<file path="src/rtl/lsu_ctrl_pkg.sv">
// Shared definitions for the load/store unit: Funct3 codes, FSM states and
// helpers that classify an access by width and legality.
package lsu_pkg;

  localparam logic [2:0] F3_LB  = 3'b000;
  localparam logic [2:0] F3_LH  = 3'b001;
  localparam logic [2:0] F3_LW  = 3'b010;
  localparam logic [2:0] F3_LBU = 3'b100;
  localparam logic [2:0] F3_LHU = 3'b101;
  localparam logic [2:0] F3_SB  = 3'b000;
  localparam logic [2:0] F3_SH  = 3'b001;
  localparam logic [2:0] F3_SW  = 3'b010;

  typedef enum logic [1:0] {
    IDLE = 2'd0,
    REQ  = 2'd1,
    DONE = 2'd2
  } lsu_state_t;

  // Access width code: 0 = byte, 1 = half-word, 2 = word, 3 = unsupported.
  function automatic logic [1:0] f3_width(input logic [2:0] f3);
    logic [1:0] w;
    case (f3[1:0])
      2'b00:   w = 2'd0;
      2'b01:   w = 2'd1;
      2'b10:   w = 2'd2;
      default: w = 2'd3;
    endcase
    return w;
  endfunction

  // Legal when the Funct3 code exists for the direction and the byte
  // offset is naturally aligned for the access width.
  function automatic logic access_legal(input logic [2:0] f3, input logic is_store,
                                        input logic [1:0] off);
    logic f3_ok;
    logic align_ok;
    if (is_store) begin
      f3_ok = (f3 == F3_SB) || (f3 == F3_SH) || (f3 == F3_SW);
    end else begin
      f3_ok = (f3 == F3_LB) || (f3 == F3_LH) || (f3 == F3_LW) ||
              (f3 == F3_LBU) || (f3 == F3_LHU);
    end
    case (f3_width(f3))
      2'd0:    align_ok = 1'b1;
      2'd1:    align_ok = (off[0] == 1'b0);
      2'd2:    align_ok = (off == 2'b00);
      default: align_ok = 1'b0;
    endcase
    return f3_ok && align_ok;
  endfunction

endpackage

</file>
<file path="src/rtl/lsu_ctrl_if.sv">
// Data-memory bus between the load/store unit (master) and memory (slave).
interface lsu_ctrl_if #(
  parameter int ADDR_W = 32
);
  logic              bus_req;
  logic              bus_we;
  logic [ADDR_W-1:0] bus_addr;
  logic [3:0]        bus_be;
  logic [31:0]       bus_wdata;
  logic              bus_ack;
  logic [31:0]       bus_rdata;

  modport master (
    output bus_req, bus_we, bus_addr, bus_be, bus_wdata,
    input  bus_ack, bus_rdata
  );

  modport slave (
    input  bus_req, bus_we, bus_addr, bus_be, bus_wdata,
    output bus_ack, bus_rdata
  );
endinterface

</file>
<file path="src/rtl/lsu_ctrl_align.sv">
// Byte-lane datapath: steers store data onto the bus lanes and extracts /
// extends load data from the returned word.
module lsu_align
  import lsu_pkg::*;
(
  input  logic [2:0]  i_st_funct3,
  input  logic [1:0]  i_st_offset,
  input  logic        i_st_we,
  input  logic [31:0] i_st_data,
  output logic [3:0]  o_be,
  output logic [31:0] o_wdata,
  input  logic [2:0]  i_ld_funct3,
  input  logic [1:0]  i_ld_offset,
  input  logic [31:0] i_rdata,
  output logic [31:0] o_load_data
);

  logic [31:0] w_rep;
  logic [31:0] w_shift;

  // Lane enables and replicated store data for the access width.
  always_comb begin
    o_be  = 4'b0000;
    w_rep = 32'h0000_0000;
    case (f3_width(i_st_funct3))
      2'd0: begin
        o_be  = 4'b0001 << i_st_offset;
        w_rep = {4{i_st_data[7:0]}};
      end
      2'd1: begin
        o_be  = i_st_offset[1] ? 4'b1100 : 4'b0011;
        w_rep = {2{i_st_data[15:0]}};
      end
      2'd2: begin
        o_be  = 4'b1111;
        w_rep = i_st_data;
      end
      default: begin
        o_be  = 4'b0000;
        w_rep = 32'h0000_0000;
      end
    endcase
    o_wdata = i_st_we ? w_rep : 32'h0000_0000;
  end

  // Move the addressed byte/half-word down to bit 0, then extend it.
  always_comb begin
    w_shift = i_rdata >> {i_ld_offset, 3'b000};
    case (i_ld_funct3)
      F3_LB:   o_load_data = {{24{w_shift[7]}}, w_shift[7:0]};
      F3_LH:   o_load_data = {{16{w_shift[15]}}, w_shift[15:0]};
      F3_LW:   o_load_data = i_rdata;
      F3_LBU:  o_load_data = {24'h00_0000, w_shift[7:0]};
      F3_LHU:  o_load_data = {16'h0000, w_shift[15:0]};
      default: o_load_data = 32'h0000_0000;
    endcase
  end

endmodule

</file>
<file path="src/rtl/lsu_ctrl.sv">
// Load/store unit: issues one handshaked data-memory access per load/store,
// stalls the core until it completes, and flags faults and bus timeouts.
module lsu_ctrl
  import lsu_pkg::*;
#(
  parameter int TIMEOUT = 16,
  parameter int ADDR_W  = 32
) (
  input  logic              clk,
  input  logic              reset,
  input  logic [ADDR_W-1:0] ALUResult,
  input  logic [31:0]       WriteData,
  input  logic [2:0]        Funct3,
  input  logic              MemRead,
  input  logic              MemWrite,
  output logic              Stall,
  output logic [31:0]       ReadData,
  output logic              AccessFault,
  output logic              BusError,
  lsu_ctrl_if.master        bus
);

  localparam int CNT_W = $clog2(TIMEOUT + 1);
  localparam logic [CNT_W-1:0] TIMEOUT_C = CNT_W'(TIMEOUT);

  lsu_state_t        r_state;
  lsu_state_t        w_state_nxt;
  logic [CNT_W-1:0]  r_cnt;
  logic [CNT_W-1:0]  w_cnt_nxt;
  logic [ADDR_W-1:0] r_addr;
  logic              r_we;
  logic              r_req;
  logic [3:0]        r_be;
  logic [31:0]       r_wdata;
  logic [2:0]        r_funct3;
  logic [1:0]        r_offset;
  logic [31:0]       r_read_data;
  logic              r_fault;
  logic              r_bus_err;

  logic              w_req;
  logic              w_legal;
  logic              w_issue;
  logic              w_fault;
  logic              w_timeout;
  logic [3:0]        w_be;
  logic [31:0]       w_wdata;
  logic [31:0]       w_load_data;

  // A store wins when MemRead and MemWrite are both set.
  assign w_req     = MemRead | MemWrite;
  assign w_legal   = access_legal(Funct3, MemWrite, ALUResult[1:0]);
  assign w_issue   = (r_state == IDLE) && w_req && w_legal;
  assign w_fault   = (r_state == IDLE) && w_req && !w_legal;
  assign w_timeout = (r_state == REQ) && !bus.bus_ack && ((r_cnt + CNT_W'(1)) == TIMEOUT_C);

  lsu_align u_align (
    .i_st_funct3 (Funct3),
    .i_st_offset (ALUResult[1:0]),
    .i_st_we     (MemWrite),
    .i_st_data   (WriteData),
    .o_be        (w_be),
    .o_wdata     (w_wdata),
    .i_ld_funct3 (r_funct3),
    .i_ld_offset (r_offset),
    .i_rdata     (bus.bus_rdata),
    .o_load_data (w_load_data)
  );

  // Next state and timeout counter.
  always_comb begin
    w_state_nxt = r_state;
    w_cnt_nxt   = r_cnt;
    case (r_state)
      IDLE: begin
        if (w_issue) begin
          w_state_nxt = REQ;
        end else begin
          w_state_nxt = IDLE;
        end
      end
      REQ: begin
        if (bus.bus_ack) begin
          w_state_nxt = DONE;
        end else begin
          w_cnt_nxt = r_cnt + CNT_W'(1);
          if (w_timeout) begin
            w_state_nxt = DONE;
          end else begin
            w_state_nxt = REQ;
          end
        end
      end
      DONE: begin
        w_state_nxt = IDLE;
        w_cnt_nxt   = '0;
      end
      default: begin
        w_state_nxt = IDLE;
        w_cnt_nxt   = '0;
      end
    endcase
  end

  // State, captured request, load result and status flags.
  always_ff @(posedge clk) begin
    if (reset) begin
      r_state     <= IDLE;
      r_cnt       <= '0;
      r_addr      <= '0;
      r_we        <= 1'b0;
      r_req       <= 1'b0;
      r_be        <= 4'b0000;
      r_wdata     <= 32'h0000_0000;
      r_funct3    <= 3'b000;
      r_offset    <= 2'b00;
      r_read_data <= 32'h0000_0000;
      r_fault     <= 1'b0;
      r_bus_err   <= 1'b0;
    end else begin
      r_state   <= w_state_nxt;
      r_cnt     <= w_cnt_nxt;
      r_req     <= (w_state_nxt == REQ);
      r_fault   <= w_fault;
      r_bus_err <= w_timeout;
      if (w_issue) begin
        r_addr   <= {ALUResult[ADDR_W-1:2], 2'b00};
        r_we     <= MemWrite;
        r_be     <= w_be;
        r_wdata  <= w_wdata;
        r_funct3 <= Funct3;
        r_offset <= ALUResult[1:0];
      end
      if ((r_state == REQ) && !r_we) begin
        if (bus.bus_ack) begin
          r_read_data <= w_load_data;
        end else if (w_timeout) begin
          r_read_data <= 32'h0000_0000;
        end
      end
    end
  end

  // Stall is combinational so the core freezes in the issue cycle itself.
  assign Stall         = w_issue || (r_state == REQ);
  assign ReadData      = r_read_data;
  assign AccessFault   = r_fault;
  assign BusError      = r_bus_err;
  assign bus.bus_req   = r_req;
  assign bus.bus_we    = r_we;
  assign bus.bus_addr  = r_addr;
  assign bus.bus_be    = r_be;
  assign bus.bus_wdata = r_wdata;

endmodule

</file>
<file path="src/flat_wrapper.sv">
// flat-port wrapper written by rule: the top's interface ports become plain ports
module lsu_ctrl_flat import lsu_pkg::*;
#(
  parameter int TIMEOUT = 16,
  parameter int ADDR_W  = 32
)
  (clk, reset, ALUResult, WriteData, Funct3, MemRead, MemWrite, Stall, ReadData, AccessFault, BusError, bus_bus_req, bus_bus_we, bus_bus_addr, bus_bus_be, bus_bus_wdata, bus_bus_ack, bus_bus_rdata);
  lsu_ctrl_if #(.ADDR_W(ADDR_W)) bus_i ();
  input  logic clk;
  input  logic reset;
  input  logic [ADDR_W-1:0] ALUResult;
  input  logic [31:0] WriteData;
  input  logic [2:0] Funct3;
  input  logic MemRead;
  input  logic MemWrite;
  output logic Stall;
  output logic [31:0] ReadData;
  output logic AccessFault;
  output logic BusError;
  output wire logic [$bits(bus_i.bus_req)-1:0] bus_bus_req;
  output wire logic [$bits(bus_i.bus_we)-1:0] bus_bus_we;
  output wire logic [$bits(bus_i.bus_addr)-1:0] bus_bus_addr;
  output wire logic [$bits(bus_i.bus_be)-1:0] bus_bus_be;
  output wire logic [$bits(bus_i.bus_wdata)-1:0] bus_bus_wdata;
  input wire logic [$bits(bus_i.bus_ack)-1:0] bus_bus_ack;
  input wire logic [$bits(bus_i.bus_rdata)-1:0] bus_bus_rdata;
  assign bus_bus_req = bus_i.bus_req;
  assign bus_bus_we = bus_i.bus_we;
  assign bus_bus_addr = bus_i.bus_addr;
  assign bus_bus_be = bus_i.bus_be;
  assign bus_bus_wdata = bus_i.bus_wdata;
  assign bus_i.bus_ack = bus_bus_ack;
  assign bus_i.bus_rdata = bus_bus_rdata;
  lsu_ctrl #(.TIMEOUT(TIMEOUT), .ADDR_W(ADDR_W)) u_core (.clk(clk), .reset(reset), .ALUResult(ALUResult), .WriteData(WriteData), .Funct3(Funct3), .MemRead(MemRead), .MemWrite(MemWrite), .Stall(Stall), .ReadData(ReadData), .AccessFault(AccessFault), .BusError(BusError), .bus(bus_i));
endmodule
</file>
<file path="config.mk">
export PLATFORM = sky130hd
export DESIGN_NAME = lsu_ctrl_flat
export DESIGN_NICKNAME = d
export VERILOG_FILES = /design/src/rtl/lsu_ctrl_pkg.sv /design/src/rtl/lsu_ctrl_if.sv /design/src/rtl/lsu_ctrl_align.sv /design/src/rtl/lsu_ctrl.sv /design/src/flat_wrapper.sv
export SDC_FILE = /design/constraint.sdc
export NUM_CORES = 1
export LEC_CHECK = 0
export ABC_AREA = 1
export ABC_CLOCK_PERIOD_IN_PS = 5850
export CAP_MARGIN = 20
export CORE_MARGIN = 4
export CORE_UTILIZATION = 45
export DETAILED_ROUTE_END_ITERATION = 12
export GPL_TIMING_DRIVEN = 0
export PLACE_DENSITY = 0.88
export SLEW_MARGIN = 20
export SYNTH_ARGS = -nofsm -noshare
export SYNTH_HDL_FRONTEND = slang
export SYNTH_SLANG_ARGS = --single-unit
</file>
<file path="constraint.sdc">
create_clock -name clk -period 5.85 [get_ports clk]
set_clock_uncertainty 0.05 [all_clocks]
set_input_delay 1.755 -clock clk [delete_from_list [all_inputs] [get_ports clk]]
set_output_delay 1.755 -clock clk [all_outputs]
set_load 0.05 [all_outputs]
</file>
Word-level counts from Yosys, hierarchy flattened
Index checks and enable logic that the tools add are counted.
{"block": "totals", "reg_bits": 114, "latchBits": 0, "ramBits": 0, "romBits": 0, "input_bits": 104, "wordCells": 74, "mem_count": 0}
{"block": "classes", "addsub": 1, "multipliers": 0, "div": 0, "magnitude_cmp": 0, "n_eq_ne": 16, "n_shift": 2, "n_mux": 16, "bitwise": 3, "n_reduce_logical": 24}
{"operator": "32-bit one-hot mux with 5 select lines", "n": 1}
{"operator": "32-bit two-way mux", "n": 3}
{"operator": "32-bit one-hot mux with 3 select lines", "n": 1}
{"operator": "32-bit by 5-bit right shift with 16-bit output", "n": 1}
{"operator": "3-bit == test (second input constant)", "n": 4}
{"operator": "4-bit one-hot mux with 3 select lines", "n": 1}
{"operator": "5-bit one-hot mux with 2 select lines", "n": 1}
{"operator": "2-bit by 1-bit == test with 1-bit output (second input constant)", "n": 4}
{"operator": "2-bit zero test", "n": 4}
{"operator": "1-bit logical AND", "n": 7}
{"operator": "3-bit by 1-bit == test with 1-bit output (second input constant)", "n": 2}
{"operator": "3-bit by 2-bit == test with 1-bit output (second input constant)", "n": 2}
{"operator": "3-bit zero test", "n": 2}
{"operator": "2-bit one-hot mux with 3 select lines", "n": 1}
{"operator": "5-bit by 1-bit adder with 5-bit output (second input constant)", "n": 1}
{"operator": "5-bit == test (second input constant)", "n": 1}
{"operator": "1-bit logical OR", "n": 5}
{"operator": "5-bit two-way mux", "n": 1}
{"operator": "2-bit == test (second input constant)", "n": 2}
{"operator": "2-bit two-way mux", "n": 2}
{"operator": "4-bit two-way mux", "n": 1}
{"operator": "2-bit one-hot mux with 2 select lines", "n": 1}
{"operator": "2-bit AND reduction", "n": 2}
{"operator": "1-bit by 2-bit left shift with 4-bit output (first input constant)", "n": 1}
{"operator": "7 further kinds", "n": 11}

Logic depth before layout (Yosys ltp)
{"block": "logic_depth", "depth_word": 11, "ltp_mapped": 12, "ltp_nobuf": 11}

Hierarchy
Synthesis repeated with hierarchy kept, for this count alone.
{"block": "unflattened", "cells_unflattened": 955, "area_unflattened_um2": 6093.3}
{"module": "lsu_ctrl", "instances": 1, "cells_each": 606, "area_each_um2": 4514.3}
{"module": "lsu_align", "instances": 1, "cells_each": 349, "area_each_um2": 1579.0}

Worst setup path before layout
No wires, ideal clock.
{"block": "synth_path", "kind": "input-to-output", "startpoint": "input Funct3[0]", "endpoint": "output Stall", "arrival_ns": 2.936, "t_required_ns": 4.045, "setup_slack_ns": 1.109, "stages": 8, "cell_sequence": "buf_2 > nor2_2 > nand2_1 > nand2_1 > nand2_2 > buf_6 > buf_4 > nand2_1"}
{"block": "synth_between", "elab_chain_len": 9, "elab_cells_between_ends": 21, "classes_between": "8 x eq/ne; 3 x mux; 10 x reduce/logical"}
{"item": "from (decl)", "line": "flat_wrapper.sv:13", "rtl": "input logic [2:0] Funct3;"}
{"item": "parallel branches: the longest is 6 deep, another holds 2-bit one-hot mux with 3 select lines"}
{"item": "1-bit logical AND *", "line": "lsu_ctrl_pkg.sv:50", "rtl": "return f3_ok && align_ok;"}
{"item": "1-bit logical AND *", "line": "lsu_ctrl.sv:53", "rtl": "assign w_issue = (r_state == IDLE) && w_req && w_legal;"}
{"item": "1-bit logical OR *", "line": "lsu_ctrl.sv:145", "rtl": "assign Stall = w_issue || (r_state == REQ);"}
{"item": "to (decl)", "line": "flat_wrapper.sv:16", "rtl": "output logic Stall;"}
Every way passes the cells marked *.

Worst setup path in the final report
{"block": "layout_path", "startpoint": "input Funct3[1]", "endpoint": "output Stall"}
Same word-level chain as after synthesis.

==> out/qor.yml <==
route:
  drt_wl_total_um: 19200
  drt_iter0_drc: 475
  firstDrtPassIters: 5
  avgRoutedWirePerCell_um: 15.1
  postRouteAntennaNets: 0
  drc: 0
  dr_total_vias: 6487
  viasPerCell: 5.10
hold_path:
  hold_class: "flip-flop to flip-flop"
  min_to: "u_core.bus.bus_wdata[19]"
  hold_start: "u_core.bus.bus_wdata[19]"
  whs_path_depth: 2
layout:
  nets: 1199
  fillers: 1007
  final_cell_area_sq_um: 8490
  drive_gt1_share_pct: 8.69
  mostFrequentLayoutCell: "nand2_1"
  fin_util_pct: 69.8
  layout_common_cells: "256 x nand2_1, 203 x clkdlybuf4s50_1, 158 x nor2_1, 114 x dfxtp_1, 62 x o21ai_0"
  syn2layout_area_growth_pct: 49.9
  n_antenna_cell: 0
logic_synthesis:
  avgSynthCellArea_sq_um: 6.52
  synthArstFlopShare_pct: 0
  yosysSeqAreaShare_pct: 40.3
  synth_area_sq_um: 5670
  yosys.cell_types.count: 29
  ys.flop_type: "dfxtp_1"
  syn_inst: 869
  ys_seq_elements: 114
  yosys_warnings: 0
  synth_edf_count: 0
setup_path:
  cp_data_required_time_ns: 4.05
  worstPathArrival_ns: 3.86
  start_kind: "primary input"
  r2r-end: "u_core.ReadData[24]"
  r2r_start: "u_core.r_cnt[0]"
  endpoint_kind: "output port"
  cp_max_fo: 10
  critPathKind: "primary input to output port"
  reg2reg_depth: 11
  r2r_setup_slack_ns: 3.90
floorplan:
  die_area_sq_um: 14400
  die_h_um: 120
  start_util_pct: 46.6
  rows: 40
  io_pins: 209
  coreArea_sq_um: 12200
  die_w_um: 120
cts:
  cts_setup_buffers: 0
  htree_levels: 4
  cts_buffers: 17
  clock_sinks: 114
  root_buffer: "clkbuf_16"
  clk_latency_ns: 0.42
  cts_buffer_depth: 2
  clkTransAtPathRegs_ns: 0.05
  cts_tree: "done"
power:
  p_leak_nw: 3.61
  p_total_w: 0.00248
  vdd_drop_max_v: 0.000179
  p_int_w: 0.00170
  seq_power_share_pct: 34.2
  switching_share_pct: 31.5
  powerDensity_nw_per_um2: 292
  clockPowerShare_pct: 40.8
  p_sw_w: 0.000780
  p_comb_share_pct: 25.0
grt:
  grt_overflow: 0
  grt_pass1_wl_um: 30600
  grt_max_degree: 17
  grtUsageTotal_pct: 26.5
  antenna_found_initial: 0
  grt_pass1_vias: 6431
sta:
  period_share_pct: 96.9
  fmax_mhz: 176
  rsz0062_at_grt: "false"
  hold_violations: 0
  fin_setup_tns_ns: 0
  setup_viol: 0
  maxSlewViolCount: 0
  period_minus_slack_ns: 5.67
  worst_hold_slack_ns: 0.414
  slew-limit-headroom_pct: 57.1
  worst_pin_slew_ns: 0.644
place:
  io_buffers: 204
  placed_cell_area_sq_um: 7920
  hpwl_um: 14400
  gp_congestion: 0.971
outcome:
  status: "finished, final reports clean"
run:
  maxCapViolations: 0
-- worst max-delay path, cell delays in order --
cell	delay, ns
clkdlybuf4s50_1	0.58
a21oi_1	0.20
o21ai_1	0.08
nand2_1	0.10
nand2_2	0.16
buf_6	0.20
buf_4	0.18
nand2_1	0.07
dlygate4sd2_1	0.52
-- registers in the layout, summed over array words and instances (netlist names) --
name	cells
u_core.r_state	2
u_core.AccessFault	1
u_core.r_funct3	3
u_core.bus.bus_addr	30
u_core.ReadData	32
u_core.bus.bus_req	1
u_core.r_offset	2
u_core.bus.bus_be	4
u_core.bus.bus_wdata	32
u_core.bus.bus_we	1
u_core.r_cnt	5
u_core.BusError	1
-- cell type report --
class                      count  area (sq um)  share of cell area, %
clock buffer                  22           464                   5.47
tap                          168           210                   2.48
clock inverter                 9           108                   1.27
inverter                      64           245                   2.89
buffer                        54           317                   3.73
timing repair buffer         204          2040                   24.0
sequential                   114          2280                   26.9
multi-input combinational    638          2830                   33.3
-- what timing repair did --
| item | CTS | global route |
|---|---|---|
| resized for setup | 1 | 0 |
| hold buffers | 0 | 0 |
| endpoints found under the setup margin | 1 | 0 |
-- worst max-delay path by stage --
stage | end | from | cells past startpoint
final | Stall | Funct3[1] | 9
after global routing | Stall | Funct3[1] | 9
after CTS | Stall | Funct3[1] | 9
after detailed placement | Stall | Funct3[1] | 9
after global placement | Stall | Funct3[1] | 9
after floorplan | Stall | Funct3[0] | 8
-- power by group through the flow --
stage | clock network, W | logic [W] | registers, W
finish | 0.00101 | 0.000619 | 0.000848
global route | 0.00106 | 0.000671 | 0.000853
CTS | 0.00101 | 0.000617 | 0.000848
detailed placement | 0 | 0.000613 | 0.000863
global placement | 0 | 0.000607 | 0.000861
floorplan | 0 | 0.000247 | 0.00100
-- per-layer routing --
| metal | GRT usage [%] | part of all wire (%) | vias to the layer above | wire (um) |
|---|---|---|---|---|
| met3 | 9.17 | 9.6 | 75 | 1850 |
| li1 | - | - | 3203 | - |
| met4 | 12.5 | 3.8 | 0 | 728 |
| met1 | 29.7 | 39 | 2901 | 7480 |
| met2 | 45.1 | 48 | 308 | 9110 |
| met5 | 0 | 0 | - | 0 |
-- cells by family (layout without fill, tap and decap cells) --
family	Yosys count	count (layout)	synth area share, %
buffers and inverters	118	353	9.92
DFF	114	114	40.3
other	1	2	0.0662
adders and majority gates	2	2	0.442
and+or+nand+nor	493	493	35.5
AOI/OAI and AO/OA	141	141	13.8
-- metrics by stage --
step                      setup slack, ns  cells
final                               0.181   1273
after global routing               0.0549   1273
after CTS                           0.167   1273
after detailed placement          -0.0898   1242
after global placement            -0.0668   1242
after floorplan                      1.11    870
-- cell usage after synthesis, drive strengths merged, types with 2 or more instances --
library cell | number | area, sq um
nor3 | 3 | 26.3
o211ai | 8 | 60.1
clkbuf | 20 | 75.1
nand3 | 53 | 270
o21ai | 73 | 365
nand2 | 269 | 1040
nor2 | 165 | 652
buf | 34 | 241
a21oi | 42 | 221
a22oi | 16 | 120
nand4 | 2 | 12.5
inv | 64 | 245
ha | 2 | 25.0
dfxtp | 114 | 2280
(Power assumes the default switching activity.)
